==> config.mk <==
export PLATFORM = sky130hd
export DESIGN_NAME = contador_param
export DESIGN_NICKNAME = d
export VERILOG_FILES = /design/src/rtl/contador_pkg.sv /design/src/rtl/contador_prescaler.sv /design/src/rtl/contador_param.sv
export SDC_FILE = /design/constraint.sdc
export NUM_CORES = 1
export LEC_CHECK = 0
export CAP_MARGIN = 20
export CORE_AREA = 2 2 49 51
export DETAILED_ROUTE_END_ITERATION = 12
export DIE_AREA = 0 0 51 53
export MAX_ROUTING_LAYER = met4
export PLACE_DENSITY = 0.72
export SYNTH_ARGS = -nofsm -noshare
export SYNTH_HDL_FRONTEND = slang
export SYNTH_SLANG_ARGS = --single-unit
==> constraint.sdc <==
create_clock -name clk -period 2 [get_ports clk]
set_clock_uncertainty 0.2 [all_clocks]
set_input_delay 0.4 -clock clk [delete_from_list [all_inputs] [get_ports clk]]
set_output_delay 0.4 -clock clk [all_outputs]
set_load 0.05 [all_outputs]
==> src/rtl/contador_pkg.sv <==
// +-----------------------------------------------------------------------------
// | Module   : contador_pkg
// | Brief    : Shared default constants and direction type for contador_param.
// | Revision : 1.0 - initial release
// +-----------------------------------------------------------------------------
`default_nettype none

package contador_pkg;

  localparam int unsigned c_DEF_NBITS_COUNT = 8;
  localparam int unsigned c_DEF_MAX_COUNT   = (1 << c_DEF_NBITS_COUNT) - 1;
  localparam int unsigned c_DEF_PRESCALE    = 4;

  typedef enum logic {
    DIR_DOWN = 1'b0,
    DIR_UP   = 1'b1
  } count_dir_t;

endpackage

`default_nettype wire

==> src/rtl/contador_prescaler.sv <==
// +-----------------------------------------------------------------------------
// | Module   : contador_prescaler
// | Brief    : Counts enabled cycles 0..PRESCALE-1 and flags the last one as tick.
// | Revision : 1.0 - initial release
// +-----------------------------------------------------------------------------
`default_nettype none

module contador_prescaler
  import contador_pkg::*;
#(
  parameter int unsigned PRESCALE = c_DEF_PRESCALE
) (
  input  logic clk,
  input  logic reset,
  input  logic enable,
  input  logic clear,
  output logic tick
);

  localparam int unsigned c_PW = (PRESCALE > 1) ? $clog2(PRESCALE) : 1;
  localparam logic [c_PW-1:0] c_LAST = c_PW'(PRESCALE - 1);

  logic [c_PW-1:0] phase_q;
  logic [c_PW-1:0] phase_d;

  assign tick = enable && (phase_q == c_LAST);

  always_comb begin
    phase_d = phase_q;
    if (clear) begin
      phase_d = '0;
    end else if (enable) begin
      phase_d = (phase_q == c_LAST) ? '0 : phase_q + 1'b1;
    end
  end

  always_ff @(posedge clk or posedge reset) begin
    if (reset) begin
      phase_q <= '0;
    end else begin
      phase_q <= phase_d;
    end
  end

endmodule

`default_nettype wire

==> src/rtl/contador_param.sv <==
// +-----------------------------------------------------------------------------
// | Module   : contador_param
// | Brief    : Up/down modulo counter with load, wrap/saturate, tc pulse, sticky ovf.
// |            Optional prescaler enabled by macro CONTADOR_PRESCALE_EN.
// | Revision : 1.0 - initial release
// +-----------------------------------------------------------------------------
`default_nettype none

module contador_param
  import contador_pkg::*;
#(
  parameter int unsigned             NBITS_COUNT = c_DEF_NBITS_COUNT,
  parameter logic [NBITS_COUNT-1:0]  MAX_COUNT   = {NBITS_COUNT{1'b1}},
  parameter int unsigned             PRESCALE    = c_DEF_PRESCALE
) (
  input  logic                   clk,
  input  logic                   reset,
  input  logic                   enable,
  input  logic                   count_up,
  input  logic                   load,
  input  logic [NBITS_COUNT-1:0] load_value,
  input  logic                   sat_mode,
  input  logic                   clear_ovf,
  output logic [NBITS_COUNT-1:0] Count,
  output logic                   tc,
  output logic                   ovf
);

  logic [NBITS_COUNT-1:0] count_q, count_d;
  logic                   tc_q, tc_d;
  logic                   ovf_q, ovf_d;
  logic                   w_tick;
  count_dir_t             w_dir;
  logic                   w_step;
  logic                   w_at_bound;

`ifdef CONTADOR_PRESCALE_EN
  contador_prescaler #(
    .PRESCALE (PRESCALE)
  ) u_prescaler (
    .clk    (clk),
    .reset  (reset),
    .enable (enable && !load),
    .clear  (load),
    .tick   (w_tick)
  );
`else
  // PRESCALE of zero is illegal, so this is a constant 1: every enabled cycle steps.
  assign w_tick = (PRESCALE != 0);
`endif

  assign w_dir      = count_dir_t'(count_up);
  assign w_step     = !load && enable && w_tick;
  assign w_at_bound = (w_dir == DIR_UP) ? (count_q == MAX_COUNT) : (count_q == '0);

  always_comb begin
    count_d = count_q;
    tc_d    = 1'b0;
    ovf_d   = ovf_q && !clear_ovf;
    if (load) begin
      count_d = (load_value > MAX_COUNT) ? MAX_COUNT : load_value;
    end else if (w_step) begin
      if (w_at_bound) begin
        tc_d  = 1'b1;
        ovf_d = 1'b1;
        if (!sat_mode) begin
          count_d = (w_dir == DIR_UP) ? '0 : MAX_COUNT;
        end
      end else begin
        count_d = (w_dir == DIR_UP) ? count_q + 1'b1 : count_q - 1'b1;
      end
    end
  end

  always_ff @(posedge clk or posedge reset) begin
    if (reset) begin
      count_q <= '0;
      tc_q    <= 1'b0;
      ovf_q   <= 1'b0;
    end else begin
      count_q <= count_d;
      tc_q    <= tc_d;
      ovf_q   <= ovf_d;
    end
  end

  assign Count = count_q;
  assign tc    = tc_q;
  assign ovf   = ovf_q;

endmodule

`default_nettype wire
==> results.py, run 1 <==
metrics = {
    "die": {
        "initial_core_util_pct": 40.36,
        "dieArea_sq_um": 2703,
        "design.core.area_sq_um": 2148,
        "io_pins": 25,
        "core.rowCount": 17,
        "die_h_um": 53,
        "die_w_um": 51,
    },
    "clocking": {
        "clk_pin_slew_ns": 0.07,
        "clock_sinks": 10,
        "cts_tree": "built",
        "clk_path_buf_depth": 2,
        "cts_made_buffers": 3,
        "cts_hold_buffers": 0,
        "clockRootBuffer": "clkbuf_4",
        "htreeDepth": 1,
        "clk_latency_ns": 0.27,
    },
    "route": {
        "drtIter0Drc": 14,
        "drc_errors": 0,
        "dr.pass1.iters": 4,
        "viasPerCell": 5.362,
        "postRouteAntennaNets": 0,
        "routed-via-count": 949,
        "wl_per_cell_um": 15.24,
        "routed_wl_um": 2698,
    },
    "logic_synthesis": {
        "synth_xor_area_share_pct": 5.051,
        "synth.area.mux_share_pct": 2.309,
        "syn-num-nets": 117,
        "synthArstFlopShare_pct": 100.0,
        "yosysUniqueCellTypes": 34,
        "syn_area_per_cell_sq_um": 9.127,
        "synthAdderAreaFrac_pct": 10.97,
        "yosysTopAreaCell": "dfrtp_1",
        "synth-simple-area-share_pct": 20.78,
        "yosys_warnings": 0,
        "synth_top_cell_area_share_pct": 28.86,
        "synth.yosys.seq_area_share_pct": 28.86,
        "synth_top_family_by_area": "compound AO/OA/AOI/OAI gates",
        "syn-instance-count": 95,
        "synth_edf_count": 0,
        "syn-cell-area_sq_um": 867.1,
        "synth_seq_cells": 10,
        "yosys_most_used_dff": "dfrtp_1",
        "synth_compound_area_share_pct": 27.27,
        "ys_top_cells_by_area": "dfrtp_1 (29%), ha_1 (8.7%), a21oi_1 (4.6%), nand2b_1 (3.6%), o311a_1 (3.5%)",
    },
    "pwr": {
        "p_per_area_nw_per_um2": 672.8,
        "switchingPower_mw": 0.3971,
        "seqPwrFrac_pct": 27.3,
        "power.leakage_nw": 0.6520,
        "pwr-share-comb_pct": 58.0,
        "swShare_pct": 41.63,
        "intPower_mw": 0.5567,
        "p_clk_share_pct": 14.7,
        "ir_drop_mv": 0.3546,
    },
    "status": {
        "violations": "negative setup slack",
        "status": "finished, violations left",
    },
    "placed_design": {
        "gp_congestion": 0.9248,
        "place.port_buffers": 24,
        "hpwl_um": 2109,
        "placed_cell_area_sq_um": 1336,
    },
    "cells_and_area": {
        "area.growth.synth_to_final_pct": 63.49,
        "seqCellArea_sq_um": 257.7,
        "antenna_cells": 0,
        "fillCellCount": 175,
        "layout-drive-gt1-share_pct": 42.95,
        "final_nets": 173,
        "finish.instance_area_sq_um": 1418,
        "multiInputGateArea_sq_um": 618.1,
        "fin_util_pct": 65.99,
    },
    "timing": {
        "finalSetupViolations": 8,
        "finalCritPeriodShare_pct": 109.1,
        "rsz0062_at_grt": "yes",
        "max_slew_margin_pct": 72.15,
        "finalHoldViolCount": 0,
        "layout_setup_ws_ns": -0.1827,
        "worst_slew_pin_slew_ns": 0.4173,
        "report.final.slew_viol_count": 0,
        "fmax_mhz": 458.2,
        "period_needed_ns": 2.183,
    },
    "global_route": {
        "antenna_found_initial": 0,
        "use_met1_pct": 24.52,
        "busiest_layer": "met2",
        "grt_max_degree": 20,
        "use_met2_pct": 38.10,
        "grt_use_total_pct": 22.50,
        "grt_pass1_vias": 952,
        "use_met3_pct": 5.650,
        "grt_pass1_wl_um": 4278,
        "grt-ovfl-total": 0,
    },
    "critical_path": {
        "critical_path.startpoint_type": "flop",
        "path_class": "reg2reg",
        "end_kind": "flop",
        "reg2reg_depth": 6,
        "crit_fanout": 8,
        "crit_arrival_ns": 2.13,
        "cp.required_ns": 1.95,
    },
    "run": {
        "maxCapViolCount": 0,
    },
    "hold_path": {
        "holdCritPathClass": "in2async",
    },
}
==> synth_stat cells, types with 2 or more instances <==
| library cell | count |
|---|---|
| xor2_1 | 3 |
| mux2i_1 | 2 |
| a21oi_1 | 8 |
| a211oi_1 | 3 |
| nand3_1 | 3 |
| nand2_1 | 4 |
| xnor2_1 | 2 |
| ha_1 | 6 |
| a21o_1 | 2 |
| o31ai_1 | 3 |
| o311a_1 | 3 |
| a221oi_1 | 2 |
| o2111ai_1 | 3 |
| and3_1 | 2 |
| or3_1 | 2 |
| dfrtp_1 | 10 |
| o21ai_0 | 3 |
| nor2_1 | 5 |
| clkbuf_1 | 3 |
| inv_1 | 8 |
| nand2b_1 | 5 |
==> sequential cells by signal, summed over array words and instances, names as in the netlist <==
name,cells
Count,8
ovf,1
tc,1
==> final cells by class <==
type                    instances  area share [%]
inverters                       8           2.118
repair buffers                 54           32.04
multi-input cells              74           43.60
well taps                      28           2.471
flip-flops and latches         10           18.18
clock buffers                   3           1.589
==> metal layers <==
layer / part of all wire [%] / vias up
li1: - / 469
met4: 3.5 / 0
met1: 40 / 428
met5: 0 / -
met3: 6.5 / 10
met2: 50 / 42
==> layout by cell type, fill, tap and decap left out, types with 4 or more instances in the layout <==
cell,instances
buf_4,39
a21oi_1,7
dfrtp_1,4
ha_1,6
nand2b_1,5
inv_1,7
clkdlybuf4s50_1,13
dfrtp_2,6
nand2_1,4
nor2_1,5
==> critical path: stages (launching register included) <==
cell and delay (ns):
dfrtp_2 0.42, or4_4 0.56, nor4_4 0.17, buf_4 0.17, o21ai_4 0.08, and2_4 0.19, o311a_1 0.28
==> what timing repair did <==
item                       in CTS  in global routing
pin swaps                       2                  2
gates resized for setup        11                  2
setup buffers                   3                  0
setup endpoints to repair      10                  9
==> path summary, 6_finish.rpt <==
path / startpoint / end / slack, ns
min in group clk: ovf$_DFF_PP0_ / ovf$_DFF_PP0_ / 0.29
max reg2reg: Count[4]$_DFFE_PP0P_ / Count[4]$_DFFE_PP0P_ / -0.18
max in group asynchronous: reset / Count[5]$_DFFE_PP0P_ / 1.05
max: Count[4]$_DFFE_PP0P_ / Count[4]$_DFFE_PP0P_ / -0.18
min reg2reg: ovf$_DFF_PP0_ / ovf$_DFF_PP0_ / 0.29
min: reset / Count[0]$_DFFE_PP0P_ / 0.22
==> kinds of logic after synthesis <==
family,Yosys count
AO/OA/AOI/OAI,32
XOR/XNOR,5
adder cells (fa/ha/maj),7
buffers and inverters,11
flip-flops,10
multiplexers,2
AND/OR/NAND/NOR,28
==> stage by stage <==
| stage | setup WS [ns] | instances | hold WS, ns | power (mW) | TNS, ns |
|---|---|---|---|---|---|
| 6_report | -0.1827 | 177 | 0.2248 | 0.9538 | -1.111 |
| 5_1_grt | -0.2449 | 177 | 0.2552 | 1.012 | -1.737 |
| 4_1_cts | -0.1748 | 177 | 0.2252 | 0.9515 | -1.173 |
| 3_5_place_dp | -0.7653 | 172 | 0.2726 | 0.7914 | -6.175 |
| 3_3_place_gp | -0.6716 | 172 | 0.2636 | 0.7838 | -5.536 |
| 2_1_floorplan | -0.2801 | 95 | 0.03977 | 0.5659 | -1.788 |
==> power groups by stage <==
stage                     Combinational (mW)  Clock [mW]  Sequential [mW]
after CTS                              0.545       0.148            0.259
after global placement                 0.522           0            0.262
final                                  0.553       0.140            0.260
after detailed placement               0.529           0            0.263
after floorplan                        0.211           0            0.355
after global routing                   0.594       0.155            0.262
No activity file was read; power rests on OpenSTA's default activity.
==> inputs of run 2 (changes only) <==
--- a/config.mk
+++ b/config.mk
@@ -6,11 +6,13 @@
 export NUM_CORES = 1
 export LEC_CHECK = 0
 export CAP_MARGIN = 20
-export CORE_AREA = 2 2 49 51
+export CORE_AREA = 2 2 48 50
+export CTS_BUF_LIST = sky130_fd_sc_hd__clkbuf_4
 export DETAILED_ROUTE_END_ITERATION = 12
-export DIE_AREA = 0 0 51 53
+export DIE_AREA = 0 0 50 52
 export MAX_ROUTING_LAYER = met4
-export PLACE_DENSITY = 0.72
+export PLACE_DENSITY = 0.75
 export SYNTH_ARGS = -nofsm -noshare
 export SYNTH_HDL_FRONTEND = slang
+export SYNTH_HIERARCHICAL = 1
 export SYNTH_SLANG_ARGS = --single-unit
==> results.py, run 2 <==
metrics = {
    "logic_synthesis": {
        "syn_area_per_cell_sq_um": 9.127,
        "yosysTopAreaCell": "dfrtp_1",
        "synth.yosys.seq_area_share_pct": 28.86,
        "synthArstFlopShare_pct": 100.0,
        "syn-instance-count": 95,
        "syn-num-nets": 117,
        "synth_edf_count": 0,
        "ys_top_cells_by_area": "dfrtp_1 (29%), ha_1 (8.7%), a21oi_1 (4.6%), nand2b_1 (3.6%), o311a_1 (3.5%)",
        "yosys_most_used_dff": "dfrtp_1",
        "yosysUniqueCellTypes": 34,
        "yosys_warnings": 6,
        "synth_top_cell_area_share_pct": 28.86,
        "synth.most_common_cell": "dfrtp_1",
        "synth_seq_cells": 10,
        "syn-cell-area_sq_um": 867.1,
        "synth.top_cells.by_count": "dfrtp_1 (10), a21oi_1 (8), inv_1 (8)",
    },
    "critical_path": {
        "crit_arrival_ns": 2.20,
        "slowest_stage": "or4_4",
        "path_class": "reg2reg",
        "critPathMaxStageDelay_ns": 0.56,
        "crit_fanout": 7,
        "reg2reg_slack_ns": -0.23,
        "cp.required_ns": 1.96,
        "critical_path.startpoint_type": "flop",
        "path_cells": "or4_4 -> nor4_4 -> buf_4 -> o21ai_4 -> and2_4 -> o311a_1",
        "end_kind": "flop",
    },
    "die": {
        "die_h_um": 52,
        "design.core.area_sq_um": 2106,
        "die_w_um": 50,
        "dieArea_sq_um": 2600,
        "initial_core_util_pct": 41.18,
        "core.rowCount": 17,
        "io_pins": 25,
    },
    "clocking": {
        "cts_hold_buffers": 0,
        "clk_latency_ns": 0.28,
        "clk_path_buf_depth": 2,
        "clock_sinks": 10,
        "htreeDepth": 1,
        "cts_made_buffers": 3,
        "clockRootBuffer": "clkbuf_4",
        "clk_pin_slew_ns": 0.07,
        "cts_tree": "built",
    },
    "timing": {
        "finalHoldViolCount": 0,
        "finalCritPeriodShare_pct": 111.7,
        "report.final.slew_viol_count": 0,
        "rsz0062_at_grt": "yes",
        "worst_slew_pin_slew_ns": 0.4290,
        "finalSetupViolations": 9,
        "layout_setup_ws_ns": -0.2345,
        "max_slew_margin_pct": 71.37,
        "fmax_mhz": 447.5,
        "period_needed_ns": 2.235,
    },
    "global_route": {
        "grt_pass1_wl_um": 4643,
        "grt_max_degree": 20,
        "use_met3_pct": 6.897,
        "use_met2_pct": 43.64,
        "grt-ovfl-total": 0,
        "antenna_found_initial": 0,
        "grt_use_total_pct": 25.54,
        "busiest_layer": "met2",
        "use_met1_pct": 27.42,
        "grt_pass1_vias": 1012,
    },
    "placed_design": {
        "placed_cell_area_sq_um": 1379,
        "dp.cells": 176,
        "place.port_buffers": 24,
        "hpwl_um": 2161,
        "gp_congestion": 0.9294,
    },
    "route": {
        "routed-via-count": 1013,
        "wl_per_cell_um": 16.13,
        "dr.pass1.iters": 4,
        "viasPerCell": 5.536,
        "postRouteAntennaNets": 0,
        "drc_errors": 0,
        "routed_wl_um": 2951,
        "drtIter0Drc": 24,
    },
    "cells_and_area": {
        "final_nets": 178,
        "area.growth.synth_to_final_pct": 72.29,
        "final_common_cell": "buf_4",
        "final_cell_count_no_fill": 183,
        "layout_common_cells": "buf_4 (41), clkdlybuf4s50_1 (13), inv_1 (7)",
        "fillCellCount": 144,
        "antenna_cells": 0,
        "largest_reg_flops": 8,
        "finish.instance_area_sq_um": 1494,
        "layout-drive-gt1-share_pct": 46.45,
    },
    "status": {
        "status": "finished, violations left",
        "violations": "negative setup slack",
    },
    "run": {
        "maxCapViolCount": 0,
    },
    "pwr": {
        "p_per_area_nw_per_um2": 669.5,
        "power.leakage_nw": 0.6883,
        "ir_drop_mv": 0.4449,
        "p_total_mw": 1.000,
    },
    "hold_path": {
        "holdCritPathClass": "in2async",
    },
}
==> run 2: worst paths after layout <==
path	cells past startpoint	from	to
worst max-delay path	6	Count[5]$_DFFE_PP0P_	Count[5]$_DFFE_PP0P_
worst min-delay path	2	reset	Count[6]$_DFFE_PP0P_
worst max register to register	6	Count[5]$_DFFE_PP0P_	Count[5]$_DFFE_PP0P_
worst min register to register	1	ovf$_DFF_PP0_	ovf$_DFF_PP0_
max in group asynchronous	2	reset	Count[5]$_DFFE_PP0P_
min in group clk	1	ovf$_DFF_PP0_	ovf$_DFF_PP0_
==> run 2: report_power, final <==
part / internal [mW] / switching, mW / leakage, nW
Combinational: 0.276 / 0.313 / 0.559
Sequential: 0.231 / 0.0290 / 0.114
Clock: 0.0725 / 0.0794 / 0.0154
Total: 0.579 / 0.422 / 0.688
==> run 2: critical path, delay by kind of cell (launching register included) <==
kind | cells | cell delay (ns)
flip-flops | 1 | 0.42
buffers and inverters | 1 | 0.18
AO/OA/AOI/OAI | 2 | 0.36
AND/OR/NAND/NOR | 3 | 0.96
==> run 2: final cells by class <==
class / count / area [sq um] / area share [%]
Multi-Input combinational cell: 74 / 635.6 / 42.55
Clock inverter: 1 / 3.754 / 0.2513
Inverter: 8 / 30.03 / 2.010
Tap cell: 28 / 35.03 / 2.345
Clock buffer: 3 / 22.52 / 1.508
Timing Repair Buffer: 59 / 509.2 / 34.09
Sequential cell: 10 / 257.7 / 17.25
==> run 2: per-stage QoR <==
step	util [%]	setup WS (ns)	hold WS, ns	TNS (ns)
6_report	70.94	-0.2345	0.2073	-1.594
3_3_place_gp	65.48	-0.6396	0.2629	-5.431
3_5_place_dp	65.48	-0.7664	0.2683	-5.947
4_1_cts	68.98	-0.3081	0.2167	-2.301
5_1_grt	70.94	-0.2639	0.2350	-2.030
2_1_floorplan	-	-0.2801	0.03977	-1.788
==> run 2: cells by family (layout without fill, tap and decap cells) <==
| group | after synthesis | count (layout) | share of synthesized area, % |
|---|---|---|---|
| buffers and inverters | 11 | 71 | 4.762 |
| adders and majority gates | 7 | 7 | 10.97 |
| AOI/OAI and AO/OA | 32 | 32 | 27.27 |
| xor gates and xnor gates | 5 | 5 | 5.051 |
| muxes | 2 | 2 | 2.309 |
| DFF | 10 | 10 | 28.86 |
| and+or+nand+nor | 28 | 28 | 20.78 |
==> run 2: timing repair <==
item | in CTS | in global routing
setup endpoints to repair | 10 | 10
resized for setup | 9 | 9
setup buffers | 3 | 0
pin swaps | 8 | 3
==> run 2: routing by layer <==
metal / share of wire (%) / routed length (um)
met5: 0 / 0
met4: 4.7 / 138
met3: 6.6 / 196
met2: 49 / 1454
met1: 39 / 1161
==> inputs of run 3 (changes only) <==
--- a/config.mk
+++ b/config.mk
@@ -12,6 +12,7 @@
 export DIE_AREA = 0 0 50 52
 export MAX_ROUTING_LAYER = met4
 export PLACE_DENSITY = 0.75
+export SLEW_MARGIN = 20
 export SYNTH_ARGS = -nofsm -noshare
 export SYNTH_HDL_FRONTEND = slang
 export SYNTH_HIERARCHICAL = 1
==> results of run 3 <==
Same layout as run 2: the final DEF is identical, and so are final timing and power.
